--- src/rtl/mem_access_ctrl.sv ---
// Data-memory port initiator: byte/half/word loads and stores, little-endian, with
// read-modify-write for sub-word stores. Optional misalignment trap: MEM_MISALIGN_TRAP_EN.
module mem_access_ctrl #(
    parameter int AddrWidth = 32,
    parameter int DataWidth = 32
) (
    input  logic                 CLK,
    input  logic                 RST_n,
    input  logic                 req_valid,
    output logic                 req_ready,
    input  logic                 req_we,
    input  logic [1:0]           req_size,
    input  logic                 req_signed,
    input  logic [AddrWidth-1:0] req_addr,
    input  logic [DataWidth-1:0] req_wdata,
    output logic                 rsp_valid,
    input  logic                 rsp_ready,
    output logic [DataWidth-1:0] rsp_rdata,
    output logic                 rsp_err,
    output logic [AddrWidth-1:0] Addr,
    output logic                 R,
    output logic                 W,
    output logic [DataWidth-1:0] W_data,
    input  logic [DataWidth-1:0] R_data
);

    typedef enum logic [1:0] {
        IDLE = 2'b00,
        RD   = 2'b01,
        WR   = 2'b10,
        RSP  = 2'b11
    } state_t;

    state_t                 state_r, state_s;
    logic                   req_ready_r, req_ready_s;
    logic                   rsp_valid_r, rsp_valid_s;
    logic [DataWidth-1:0]   rsp_rdata_r, rsp_rdata_s;
    logic                   rsp_err_r, rsp_err_s;
    logic [AddrWidth-1:0]   addr_r, addr_s;
    logic                   r_r, r_s;
    logic                   w_r, w_s;
    logic [DataWidth-1:0]   w_data_r, w_data_s;
    logic                   accept_s;
    logic                   err_s;

    logic                   we_r;
    logic [1:0]             size_r;
    logic                   signed_r;
    logic [1:0]             lane_r;
    logic [DataWidth-1:0]   wdata_r;

    // Pick the addressed lane out of a RAM word and extend it to full width.
    function automatic logic [DataWidth-1:0] load_extend(
        input logic [DataWidth-1:0] word,
        input logic [1:0]           size,
        input logic                 sgn,
        input logic [1:0]           lane
    );
        logic [7:0]           b;
        logic [15:0]          h;
        logic [DataWidth-1:0] res;
        b = word[{lane, 3'b000} +: 8];
        h = word[{lane[1], 4'b0000} +: 16];
        case (size)
            2'b00:   res = sgn ? {{24{b[7]}}, b} : {24'h000000, b};
            2'b01:   res = sgn ? {{16{h[15]}}, h} : {16'h0000, h};
            default: res = word;
        endcase
        return res;
    endfunction

    // Overwrite only the addressed lane of the old word with the store data.
    function automatic logic [DataWidth-1:0] store_merge(
        input logic [DataWidth-1:0] old_word,
        input logic [DataWidth-1:0] wdata,
        input logic [1:0]           size,
        input logic [1:0]           lane
    );
        logic [DataWidth-1:0] res;
        res = old_word;
        case (size)
            2'b00:   res[{lane, 3'b000} +: 8]     = wdata[7:0];
            2'b01:   res[{lane[1], 4'b0000} +: 16] = wdata[15:0];
            default: res = wdata;
        endcase
        return res;
    endfunction

`ifdef MEM_MISALIGN_TRAP_EN
    // Misaligned half/word or reserved size is rejected before touching the RAM.
    function automatic logic access_err(
        input logic [1:0] size,
        input logic [1:0] lane
    );
        logic err;
        case (size)
            2'b00:   err = 1'b0;
            2'b01:   err = lane[0];
            2'b10:   err = (lane != 2'b00);
            default: err = 1'b1;
        endcase
        return err;
    endfunction
`endif

    // Next-state and next-output computation; every output is registered below.
    always_comb begin
        state_s     = state_r;
        req_ready_s = req_ready_r;
        rsp_valid_s = rsp_valid_r;
        rsp_rdata_s = rsp_rdata_r;
        rsp_err_s   = rsp_err_r;
        addr_s      = addr_r;
        r_s         = r_r;
        w_s         = w_r;
        w_data_s    = w_data_r;
        accept_s    = 1'b0;
        err_s       = 1'b0;
        case (state_r)
            IDLE: begin
                req_ready_s = 1'b1;
                if (req_valid && req_ready_r) begin
                    accept_s    = 1'b1;
`ifdef MEM_MISALIGN_TRAP_EN
                    err_s       = access_err(req_size, req_addr[1:0]);
`else
                    err_s       = 1'b0;
`endif
                    req_ready_s = 1'b0;
                    if (err_s) begin
                        state_s     = RSP;
                        rsp_valid_s = 1'b1;
                        rsp_err_s   = 1'b1;
                        rsp_rdata_s = {DataWidth{1'b0}};
                    end else if (req_we && req_size[1]) begin
                        // Full-word store (size 11 only reaches here untrapped) skips the read.
                        state_s  = WR;
                        addr_s   = {req_addr[AddrWidth-1:2], 2'b00};
                        w_s      = 1'b1;
                        w_data_s = req_wdata;
                    end else begin
                        state_s = RD;
                        addr_s  = {req_addr[AddrWidth-1:2], 2'b00};
                        r_s     = 1'b1;
                    end
                end else begin
                    accept_s = 1'b0;
                end
            end
            RD: begin
                r_s = 1'b0;
                if (we_r) begin
                    state_s  = WR;
                    w_s      = 1'b1;
                    w_data_s = store_merge(R_data, wdata_r, size_r, lane_r);
                end else begin
                    state_s     = RSP;
                    rsp_valid_s = 1'b1;
                    rsp_err_s   = 1'b0;
                    rsp_rdata_s = load_extend(R_data, size_r, signed_r, lane_r);
                end
            end
            WR: begin
                w_s         = 1'b0;
                state_s     = RSP;
                rsp_valid_s = 1'b1;
                rsp_err_s   = 1'b0;
                rsp_rdata_s = {DataWidth{1'b0}};
            end
            RSP: begin
                if (rsp_ready) begin
                    state_s     = IDLE;
                    rsp_valid_s = 1'b0;
                    rsp_err_s   = 1'b0;
                    req_ready_s = 1'b1;
                    r_s         = 1'b0;
                    w_s         = 1'b0;
                end else begin
                    state_s = RSP;
                end
            end
            default: begin
                state_s     = IDLE;
                req_ready_s = 1'b1;
                rsp_valid_s = 1'b0;
                rsp_err_s   = 1'b0;
                r_s         = 1'b0;
                w_s         = 1'b0;
            end
        endcase
    end

    // State and output registers; reset aborts any access in flight.
    always_ff @(posedge CLK or negedge RST_n) begin
        if (!RST_n) begin
            state_r     <= IDLE;
            req_ready_r <= 1'b1;
            rsp_valid_r <= 1'b0;
            rsp_rdata_r <= {DataWidth{1'b0}};
            rsp_err_r   <= 1'b0;
            addr_r      <= {AddrWidth{1'b0}};
            r_r         <= 1'b0;
            w_r         <= 1'b0;
            w_data_r    <= {DataWidth{1'b0}};
        end else begin
            state_r     <= state_s;
            req_ready_r <= req_ready_s;
            rsp_valid_r <= rsp_valid_s;
            rsp_rdata_r <= rsp_rdata_s;
            rsp_err_r   <= rsp_err_s;
            addr_r      <= addr_s;
            r_r         <= r_s;
            w_r         <= w_s;
            w_data_r    <= w_data_s;
        end
    end

    // Request fields held for the RD/WR phases.
    always_ff @(posedge CLK or negedge RST_n) begin
        if (!RST_n) begin
            we_r     <= 1'b0;
            size_r   <= 2'b00;
            signed_r <= 1'b0;
            lane_r   <= 2'b00;
            wdata_r  <= {DataWidth{1'b0}};
        end else if (accept_s) begin
            we_r     <= req_we;
            size_r   <= req_size;
            signed_r <= req_signed;
            lane_r   <= req_addr[1:0];
            wdata_r  <= req_wdata;
        end else begin
            we_r     <= we_r;
            size_r   <= size_r;
            signed_r <= signed_r;
            lane_r   <= lane_r;
            wdata_r  <= wdata_r;
        end
    end

    assign req_ready = req_ready_r;
    assign rsp_valid = rsp_valid_r;
    assign rsp_rdata = rsp_rdata_r;
    assign rsp_err   = rsp_err_r;
    assign Addr      = addr_r;
    assign R         = r_r;
    assign W         = w_r;
    assign W_data    = w_data_r;

endmodule
--- config.mk ---
export PLATFORM = sky130hd
export DESIGN_NAME = mem_access_ctrl
export DESIGN_NICKNAME = d
export VERILOG_FILES = /design/src/rtl/mem_access_ctrl.sv
export SDC_FILE = /design/constraint.sdc
export NUM_CORES = 1
export LEC_CHECK = 0
export BUFFER_PORTS_ARGS = -buffer_cell sky130_fd_sc_hd__buf_2
export CAP_MARGIN = 20
export CORE_UTILIZATION = 45
export DETAILED_ROUTE_END_ITERATION = 10
export PLACE_DENSITY = 0.77
export SYNTH_ARGS = -nofsm -noshare
export SYNTH_HDL_FRONTEND = slang
export SYNTH_SLANG_ARGS = --single-unit
--- constraint.sdc ---
create_clock -name CLK -period 7.53 [get_ports CLK]
set_input_delay 1.506 -clock CLK [delete_from_list [all_inputs] [get_ports CLK]]
set_output_delay 1.506 -clock CLK [all_outputs]
set_load 0.005 [all_outputs]
======== Yosys cells after proc, flatten, opt, wreduce, memory -nomap -nowiden ========
Index checks and enable logic that the tools add are counted.
word-level totals
  register bits after elaboration ......... 139
  logic and storage cells ................. 82
cells by class
  reductions and logical operators ........ 16
  muxes and demuxes ....................... 34
  equality and inequality tests ........... 10
  shifts and indexed selects .............. 6
  $add $sub $neg .......................... 2
operators by type and width
  cell                       count
  $pmux W32 S2               4
  $mux W32                   6
  $bwmux W32                 2
  $shift A16 B7 Y32 const A  1
  $shift A8 B7 Y32 const A   1
  $shiftx A16 B7 Y32         1
  $shiftx A32 B6 Y16         1
  $shiftx A32 B6 Y8          1
  $shiftx A8 B7 Y32          1
  $neg A5 Y7                 2
  $mux W1                    13
  $ne A2 B2 Y1 const B       6
  $reduce_and A4 Y1          3
  $pmux W1 S3                3
  $pmux W2 S4                1
  $mux W2                    3
  $reduce_and A2 Y1          3
  $reduce_bool A2 Y1         3
  $reduce_bool A3 Y1         2
  $eq A2 B1 Y1 const B       2
  $eq A2 B2 Y1 const B       2
  $logic_not A2 Y1           2
  $pmux W1 S4                1
  $reduce_and A3 Y1          1
  other kinds (2)            3

======== Longest topological paths before layout ========
Gate-level depths: netlist of run 1.
  depth in word-level cells ............... 6
  gate-level depth with buffers ........... 10

======== Least setup slack after synthesis of run 1 ========
No wires, ideal clock.
  path kind ............................... input port to flip-flop
  from .................................... in R_data[31]
  to ...................................... reg rsp_rdata_r[28] (netlist: rsp_rdata[28])
  arrival time ............................ 2.593 ns
  data required time ...................... 7.464 ns
  slack ................................... 4.871 ns
  cell stages on the path ................. 5
  library setup time ...................... 0.066 ns
  path through ............................ mux2_2 > o21ai_0 > a2111oi_4 > buf_6 > a221o_1
on the way
  longest elaborated chain between the ends .. 5
  elaborated cells between the ends (all ways) .. 7
  classes of those cells .................. shift (2); mux (5)
ends and longest elaborated chain
  what                                                            line    text
  start: declaration                                              24      input logic [DataWidth-1:0] R_data
  $shiftx A32 B6 Y16 / $shiftx A32 B6 Y8 (equally long branches)  63, 62
  $mux W32 (on tied branches)                                     66, 65
  $pmux W32 S2 (*)                                                64      case (size)
  $mux W32 (*)                                                    152     if (we_r) begin
  $pmux W32 S2 (*)                                                119     case (state_r)
  end signal: assignment                                          199     rsp_rdata_r <= {DataWidth{1'b0}};
  end signal: assignment                                          209     rsp_rdata_r <= rsp_rdata_s;
  end: declaration                                                37      logic [DataWidth-1:0] rsp_rdata_r, rsp_rdata_s;
Mark *: on every way between the ends. The rest lies on a longest branch, timed or not. The select of a mux whose other input is x is not followed.
A chain may end at the register's enable or synchronous reset.

======== Worst setup path in the final report of run 1 ========
  from .................................... reg lane_r[0]
  to ...................................... reg w_data_r[27] (netlist: W_data[27])
on the way
  longest elaborated chain between the ends .. 6
  elaborated cells between the ends (all ways) .. 7
  classes of those cells .................. add/sub (1); shift (2); mux (4)
ends and longest elaborated chain
  what                                                          line  text
  start: declaration                                            49    logic [1:0] lane_r;
  start signal: assignment                                      230   lane_r <= req_addr[1:0];
  start signal: assignment                                      236   lane_r <= lane_r;
  $neg A5 Y7 (*)                                                82    2'b00: res[{lane, 3'b000} +: 8] = wdata[7:0];
  $shiftx A8 B7 Y32 / $shift A8 B7 Y32 (equally long branches)  82
  $bwmux W32 (*)                                                82
  $pmux W32 S2 (*)                                              81    case (size)
  $mux W32 (*)                                                  152
  $pmux W32 S2 (*)                                              119
  end signal: assignment                                        204   w_data_r <= {DataWidth{1'b0}};
  end signal: assignment                                        214   w_data_r <= w_data_s;
  end: declaration                                              42    logic [DataWidth-1:0] w_data_r, w_data_s;
Marks and branches as above.

==> flow_summary_export.csv, run 1 <==
group,metric,value,unit
status,status,"finished clean",
logic_synthesis,synth-edff-count,0,
cts,htreeDepth,4,
finish,final_nets,909,
sta,slew_viol_final,0,
floorplanning,start_util,46.0,%
sta,tns,0,ns
cts,clockRootBuffer,"clkbuf_16",
route,drt_pass1_iterations,5,
logic_synthesis,synth_area_leaders,"dfrtp_1 (49%), mux2_2 (13%), a221o_1 (4.6%), o21ai_0 (4.1%), a221oi_1 (3.4%)",
logic_synthesis,ys.flop_type,"dfrtp_1",
floorplanning,dieArea,0.0160,mm2
floorplanning,fp.dieW,127,um
floorplanning,core,0.0152,mm2
min_path,min_to,"W_data[4]",
cts,cts_setup_buffers,0,
worst_setup_path,r2r_end,"W_data[27]",
pwr,finalPower,3730,uW
worst_setup_path,path_cells,"inv_1 > ha_1 > or4b_1 > nor3b_4 > a221oi_1 > o21ai_1",
sta,post-route-min-period,2.92,ns
logic_synthesis,synth_commonest_cells,"dfrtp_1 (137), mux2_2 (81), o21ai_0 (57), nand2_1 (39), a221o_1 (32)",
logic_synthesis,yosysMostFrequentCell,"dfrtp_1",
route,drcViolationCount,0,
pwr,ir_drop,262,uV
logic_synthesis,yosys_warnings,0,
worst_setup_path,end_kind,"register",
pwr,p_int,2320,uW
logic_synthesis,synth_top_area_cell,"dfrtp_1",
place,gp_congestion,0.876,
pwr,p_per_area,430,mW/mm2
pwr,switchingPower,1410,uW
route,vias,6096,
logic_synthesis,syn_area_per_cell,11.3,um2
route,vias_per_cell,6.09,
finish,area.growth.synth_to_final,24.1,%
worst_setup_path,crit_arrival,3.26,ns
worst_setup_path,worstPathMaxFanout,17,
place,io_buffers,201,
worst_setup_path,r2r_cells,6,
worst_setup_path,r2r-start,"lane_r[0]",
floorplanning,ios,205,
grt,grt_max_degree,76,
grt,grt_usage,26.9,%
sta,final_hold_viol_count,0,
route,drt_iter0_markers,474,
place,place_area,0.00811,mm2
cts,cts_tree,"done",
pwr,switching_share,37.9,%
sta,rsz0062_at_grt,"false",
route,drt_wl_total,21000,um
pwr,combPwrFrac,41.9,%
worst_setup_path,cp-start-kind,"register",
floorplanning,rows,45,
pwr,clkPwrFrac,21.4,%
min_path,min_path_type,"register to register",
sta,period_share,38.8,%
logic_synthesis,synthArstFlopShare,100,%
sta,finalSetupViolCount,0,
pwr,p_leak,0.00394,uW
floorplanning,die_y,127,um
logic_synthesis,synth-seq-area-share,49.4,%
sta,slew_headroom,30.0,%
worst_setup_path,max_stage_delay,0.74,ns
sta,max_freq,342,MHz
flow_run,drv_cap,0,
cts,clockBufferDepth,2,
worst_setup_path,r2r_setup_slack,4.61,ns
sta,worstMarginPinSlew,1.05,ns
worst_setup_path,required,7.87,ns
logic_synthesis,ys_types,53,
logic_synthesis,syn-cell-area,0.00699,mm2
route,ant_nets,0,
place,hpwl,14700,um
cts,cts.sinks,138,
worst_setup_path,slowest_stage,"dfrtp_1",
min_path,min_from,"W_data[4]",
worst_setup_path,critPathBufInv,1,
logic_synthesis,syn_inst,620,
sta,skew,0.00943,ns
pwr,seqPwrFrac,36.7,%
grt,gr-total-overflow,0,
min_path,hold_path_depth,2,
logic_synthesis,synth_top_area_share,49.0,%
cts,cts-buffers-inserted,17,
cts,clk_pin_slew_worst_paths,0.06,ns
finish,final_area,0.00867,mm2
finish,drive_gt1_share,41.5,%
cts,ctsHoldBuffers,0,
worst_setup_path,path_class,"register to register",
grt,grt_first_pass_wirelength,32800,um
route,wl_per_cell,21.0,um
worst_setup_path,crit_cells,6,
cts,clk_latency,0.42,ns
cts,postCtsResizedCells,0,
finish,final_util,57.1,%
grt,grt_pass1_vias,6009,
grt,antenna_found_initial,1,
logic_synthesis,ys_ff_latch,138,
worst_setup_path,crit_family,"simple AND/OR/NAND/NOR gates",
[worst register-to-register path, cell delays in order (launching register included)]
cell and delay [ns]:
dfrtp_1 0.74, inv_1 0.28, ha_1 0.32, or4b_1 0.65, nor3b_4 0.47, a221oi_1 0.21, o21ai_1 0.18
[layout make-up]
type | instances | area (um2)
Antenna cell | 1 | 2.50
Sequential cell | 138 | 3450
Tap cell | 188 | 235
Inverter | 10 | 37.5
Timing Repair Buffer | 210 | 1100
Multi-Input combinational cell | 423 | 3280
Fill cell | 1300 | 6530
Clock inverter | 7 | 65.1
Clock buffer | 24 | 502
[worst max path at each step]
stage                           from       endpoint  slack [ns]
after detailed placement  R_data[31]  rsp_rdata[29]        4.30
after global placement    R_data[15]  rsp_rdata[31]        4.38
after CTS                  lane_r[0]      W_data[1]        4.61
final                      lane_r[0]     W_data[27]        4.61
after global routing       lane_r[0]      W_data[1]        4.39
after floorplan           R_data[31]  rsp_rdata[28]        4.87
[flip-flops by register name, indices dropped and copies added (netlist names), 2 cells and up]
name,flops
Addr,30
W_data,32
lane_r,2
rsp_rdata,32
size_r,2
state_r,2
wdata_r,32
[cells by family after synthesis]
| kind of cell | after synthesis | synth area share, % |
|---|---|---|
| other cells | 1 | 0.0536 |
| buf+inv | 61 | 3.97 |
| fa+ha+maj | 5 | 0.895 |
| flops | 138 | 49.4 |
| compound gates | 212 | 22.3 |
| mux | 89 | 15.1 |
| simple gates | 114 | 8.27 |
[per-layer routing]
metal / vias up / share of wire, % / wire length [um] / track usage, %
li1: 2734 / - / - / -
met1: 2954 / 43 / 9050 / 35.8
met2: 361 / 45 / 9460 / 40.9
met3: 47 / 8.8 / 1860 / 7.34
met4: 0 / 3.1 / 660 / 12.5
met5: - / 0 / 0 / 0
[power by group through the flow]
| stage | registers [uW] | logic, uW | clock network, uW |
|---|---|---|---|
| floorplan | 1310 | 1030 | 0 |
| global placement | 1360 | 1510 | 0 |
| detailed placement | 1370 | 1550 | 0 |
| CTS | 1370 | 1560 | 808 |
| global route | 1420 | 1710 | 839 |
| finish | 1370 | 1560 | 797 |
[cells in the final DEF (no fill, tap or decap), drive strengths merged, types with 6 or more instances in the layout]
cell,instances
o2bb2ai,12
nand3,8
buf,210
o32ai,8
a221o,32
nand2,39
mux2,81
inv,9
a21oi,27
dfrtp,137
o21a,6
o21ai,64
clkbuf,24
nor2,29
nand2b,11
a221oi,28
a21boi,10
[stage by stage]
stage	cells	setup WS [ns]	hold WS (ns)
after CTS	1000	4.61	0.480
after detailed placement	969	4.30	0.468
after floorplan	622	4.87	0.473
after global routing	1000	4.39	0.503
final	1001	4.61	0.476
after global placement	968	4.38	0.461
Note: power is estimated with default switching activity, not from simulation.
==> run 2, diff against run 1 <==
PLACE_DENSITY = 0.8   (was 0.77)
clock period = 2.4 ns   (was 7.53 ns; I/O delays follow)
==> run 2 against run 1 <==
  * Sequential share of layout area decreased by 0.94 points
  * Setup slack got worse by 4.4 ns
  * Via count increased by 2.7%
  * Sequential cell count unchanged
  * Die area unchanged
  * Sequential power increased to 3.1 times the previous value
==> flow_summary_export.csv, run 2 (synthesized netlist as in run 1, its figures left out) <==
group,metric,value,unit
floorplanning,start_util,46.0,%
worst_setup_path,worstPathMaxFanout,8,
grt,grt_most_used_layer,"met2",
worst_setup_path,end_kind,"register",
cts,cts-buffers-inserted,17,
sta,period_share,91.0,%
grt,grt_usage,27.5,%
pwr,p_per_area,1360,mW/mm2
finish,multi_input_area,0.00328,mm2
sta,slew_headroom,37.7,%
floorplanning,dieArea,0.0160,mm2
finish,final_cell_mix,"buf_2 (200), dfrtp_1 (137), mux2_2 (81)",
min_path,min_path_type,"primary input to asynchronous set/reset pin",
pwr,ir_drop,773,uV
route,wl_per_cell,20.9,um
worst_setup_path,critPathBufInv,2,
floorplanning,ios,205,
cts,cts_setup_buffers,0,
cts,clk_latency,0.42,ns
floorplanning,fp.dieW,127,um
flow_run,drv_cap,0,
route,drt_wl_total,21400,um
route,vias,6260,
place,io_buffers,201,
sta,max_freq,458,MHz
cts,ctsHoldBuffers,0,
floorplanning,core,0.0152,mm2
floorplanning,rows,45,
place,place_area,0.00827,mm2
finish,final_util,58.4,%
finish,area.growth.synth_to_final,27.1,%
sta,final_hold_viol_count,0,
sta,worstMarginPinSlew,0.934,ns
place,gp_congestion,0.863,
worst_setup_path,crit_family,"simple AND/OR/NAND/NOR gates",
sta,post-route-min-period,2.18,ns
cts,htreeDepth,4,
grt,grt_max_degree,58,
status,status,"finished clean",
cts,cts_tree,"done",
grt,antenna_found_initial,2,
worst_setup_path,max_stage_delay,0.63,ns
pwr,p_leak,0.00406,uW
route,vias_per_cell,6.12,
sta,rsz0062_at_grt,"false",
sta,tns,0,ns
finish,final_nets,930,
grt,gr-total-overflow,0,
floorplanning,die_y,127,um
worst_setup_path,path_class,"register to register",
grt,met1_usage,34.3,%
sta,slew_viol_final,0,
finish,n_fill_cell,1311,
finish,layout_commonest_cell,"buf_2",
route,drt_pass1_iterations,5,
cts,clk_pin_slew_worst_paths,0.06,ns
route,drt_iter0_markers,469,
cts,clockBufferDepth,2,
grt,met3_usage,9.41,%
grt,met2_usage,43.0,%
route,drcViolationCount,0,
worst_setup_path,path_cells,"inv_1 > ha_1 > or4b_1 > nor3b_4 > buf_4 > a221oi_1 > o21ai_1",
worst_setup_path,cp-start-kind,"register",
finish,final_area,0.00888,mm2
cts,postCtsResizedCells,0,
worst_setup_path,slowest_stage,"or4b_1",
finish,regArea,0.00345,mm2
worst_setup_path,crit_arrival,2.53,ns
worst_setup_path,required,2.75,ns
sta,skew,0.00490,ns
finish,drive_gt1_share,42.8,%
sta,finalSetupViolCount,0,
cts,clockRootBuffer,"clkbuf_16",
place,hpwl,15500,um
cts,cts.sinks,138,
grt,grt_first_pass_wirelength,33400,um
route,ant_nets,0,
grt,grt_pass1_vias,6144,
==> run 2: layout make-up <==
| class | count | area share [%] |
|---|---|---|
| flip-flops and latches | 138 | 38.9 |
| multi-input cells | 423 | 37.0 |
| repair buffers | 231 | 14.5 |
| clock buffers | 26 | 5.62 |
| well taps | 188 | 2.65 |
| clock inverters | 6 | 0.972 |
| inverters | 10 | 0.422 |
| diodes | 1 | 0.0282 |
==> run 2: path summary, 6_finish.rpt <==
kind                             from            end  slack [ns]  cells after the start
min reg2reg                W_data[22]     W_data[22]        0.47                      2
max in group asynchronous       RST_n     wdata_r[4]        1.73                      2
min in group CLK            rsp_ready     state_r[1]        0.28                      2
min                             RST_n  rsp_rdata[21]        0.02                      1
max reg2reg                 lane_r[1]     W_data[29]        0.22                      7
max                         lane_r[1]     W_data[29]        0.22                      7
==> run 2: through the flow <==
stage / worst slack, ns / hold slack, ns / power, uW / std cells
2_1_floorplan: 0.00170 / 0.184 / 7360 / 622
3_3_place_gp: 0.202 / 0.459 / 9250 / 986
3_5_place_dp: 0.154 / 0.467 / 9410 / 987
4_1_cts: 0.135 / 0.0238 / 12100 / 1019
5_1_grt: 0.0669 / 0.0514 / 12800 / 1023
6_report: 0.216 / 0.0182 / 12100 / 1023
==> run 2: power by group <==
group	internal [uW]	switching [uW]
sequential	3430	877
combinational	2500	2700
clock	1640	958
==> run 2: metal layers <==
layer	vias up	share of wire [%]
met1	3073	40
met2	370	47
li1	2767	-
met3	48	10
met5	-	0.037
met4	2	2.9
==> run 3, diff against run 2 <==
PLACE_DENSITY = 0.77   (was 0.8)
clock period = 2.7 ns   (was 2.4 ns; I/O delays follow)
==> run 3 against run 2 <==
  * Largest power group unchanged
  * Global-route usage down 0.96 points
  * Critical path type unchanged
  * Clock skew up 0.0055 ns
  * Critical endpoint is now rsp_rdata[29]
  * Combinational power shrank 16%
==> flow_summary_export.csv, run 3 (synthesized netlist as in run 1, its figures left out) <==
group,metric,value,unit
status,status,"finished clean",
worst_setup_path,required,3.05,ns
finish,num_antenna_cells,0,
sta,post-route-min-period,2.30,ns
sta,finalSetupViolCount,0,
cts,clockRootBuffer,"clkbuf_16",
worst_setup_path,crit_arrival,2.65,ns
min_path,min_path_type,"primary input to asynchronous set/reset pin",
sta,tns,0,ns
place,gp_congestion,0.903,
finish,final_nets,917,
route,ant_nets,0,
grt,antenna_found_initial,0,
floorplanning,core,0.0152,mm2
sta,final_hold_viol_count,0,
finish,layout_commonest_cell,"buf_2",
route,drt_pass1_iterations,5,
cts,cts_setup_buffers,0,
floorplanning,ios,205,
cts,clk_pin_slew_worst_paths,0.06,ns
route,vias_per_cell,6.03,
worst_setup_path,max_stage_delay,0.84,ns
sta,slew_viol_final,0,
sta,skew,0.0104,ns
grt,grt_max_degree,76,
cts,cts-buffers-inserted,17,
worst_setup_path,path_class,"register to register",
worst_setup_path,cp-start-kind,"register",
finish,fin_cells,1009,
pwr,finalPower,10700,uW
floorplanning,die_y,127,um
worst_setup_path,end_kind,"register",
finish,drive_gt1_share,42.4,%
cts,cts.sinks,138,
place,io_buffers,201,
route,drt_wl_total,21000,um
cts,clk_latency,0.42,ns
cts,clockBufferDepth,2,
grt,grt_pass1_vias,5915,
pwr,p_leak,0.00401,uW
sta,period_share,85.3,%
worst_setup_path,path_cells,"nor2_1 > nand3_2 > a2111oi_4 > a221o_1",
pwr,p_per_area,1210,mW/mm2
sta,max_freq,434,MHz
cts,cts_tree,"done",
route,drt_iter0_markers,426,
sta,rsz0062_at_grt,"false",
place,hpwl,14900,um
place,dp_cells,977,
finish,final_cell_mix,"buf_2 (200), dfrtp_1 (137), mux2_2 (81)",
worst_setup_path,r2r_setup_slack,0.40,ns
worst_setup_path,crit_family,"compound AO/OA/AOI/OAI gates",
sta,slew_headroom,29.8,%
pwr,ir_drop,846,uV
grt,gr-total-overflow,0,
floorplanning,rows,45,
floorplanning,start_util,46.0,%
worst_setup_path,worstPathMaxFanout,22,
sta,worstMarginPinSlew,1.05,ns
cts,postCtsResizedCells,0,
worst_setup_path,critPathBufInv,0,
grt,grt_usage,26.5,%
route,wl_per_cell,20.8,um
cts,ctsHoldBuffers,0,
floorplanning,fp.dieW,127,um
cts,htreeDepth,4,
finish,area.growth.synth_to_final,26.1,%
floorplanning,dieArea,0.0160,mm2
route,vias,6085,
worst_setup_path,slowest_stage,"a2111oi_4",
flow_run,drv_cap,0,
route,drcViolationCount,0,
grt,grt_first_pass_wirelength,32300,um
-- run 3: changes by cell type in the layout (fill, tap and decap cells not counted), moves of 2 or more --
cell / delta
clkbuf_1: -5
clkbuf_8: -2
clkinvlp_4: +2
clkinv_4: +2
inv_6: +2
buf_4: -12
-- run 3: through the flow --
stage / hold slack (ns) / utilization [%] / setup slack (ns) / cell area [um2]
after floorplan: 0.244 / - / 0.177 / 7000
after global placement: 0.459 / 53.9 / 0.485 / 8200
after detailed placement: 0.465 / 53.9 / 0.425 / 8200
after CTS: 0.0999 / 58.0 / 0.437 / 8810
after global routing: 0.126 / 58.0 / 0.307 / 8810
final: 0.101 / 58.0 / 0.397 / 8810
-- run 3: power breakdown --
group	total, uW	leakage [uW]	internal, uW	switching (uW)
Clock	2420	0.000296	1510	909
Combinational	4390	0.00201	2110	2280
Sequential	3860	0.00170	3050	812
-- run 3: final timing paths --
path,start,to,cells past startpoint
worst max-delay path,size_r[0],rsp_rdata[29],4
worst min-delay path,RST_n,rsp_rdata[26],1
worst max register to register,size_r[0],rsp_rdata[29],4
worst min register to register,W_data[20],W_data[20],2
max in group asynchronous,RST_n,req_ready,2
min in group CLK,req_addr[29],Addr[29],2
-- run 3: per-layer routing --
layer | wire [um] | track usage [%]
met4 | 601 | 11.5
met1 | 8650 | 35.1
met3 | 2030 | 7.47
met2 | 9680 | 40.9
met5 | 0 | 0
-- run 3: final cells by class --
cell class	count	area, um2
Clock buffer	19	453
Timing Repair Buffer	218	1190
Multi-Input combinational cell	423	3280
Fill cell	1304	6390
Inverter	10	37.5
Clock inverter	13	166
Tap cell	188	235
Sequential cell	138	3450
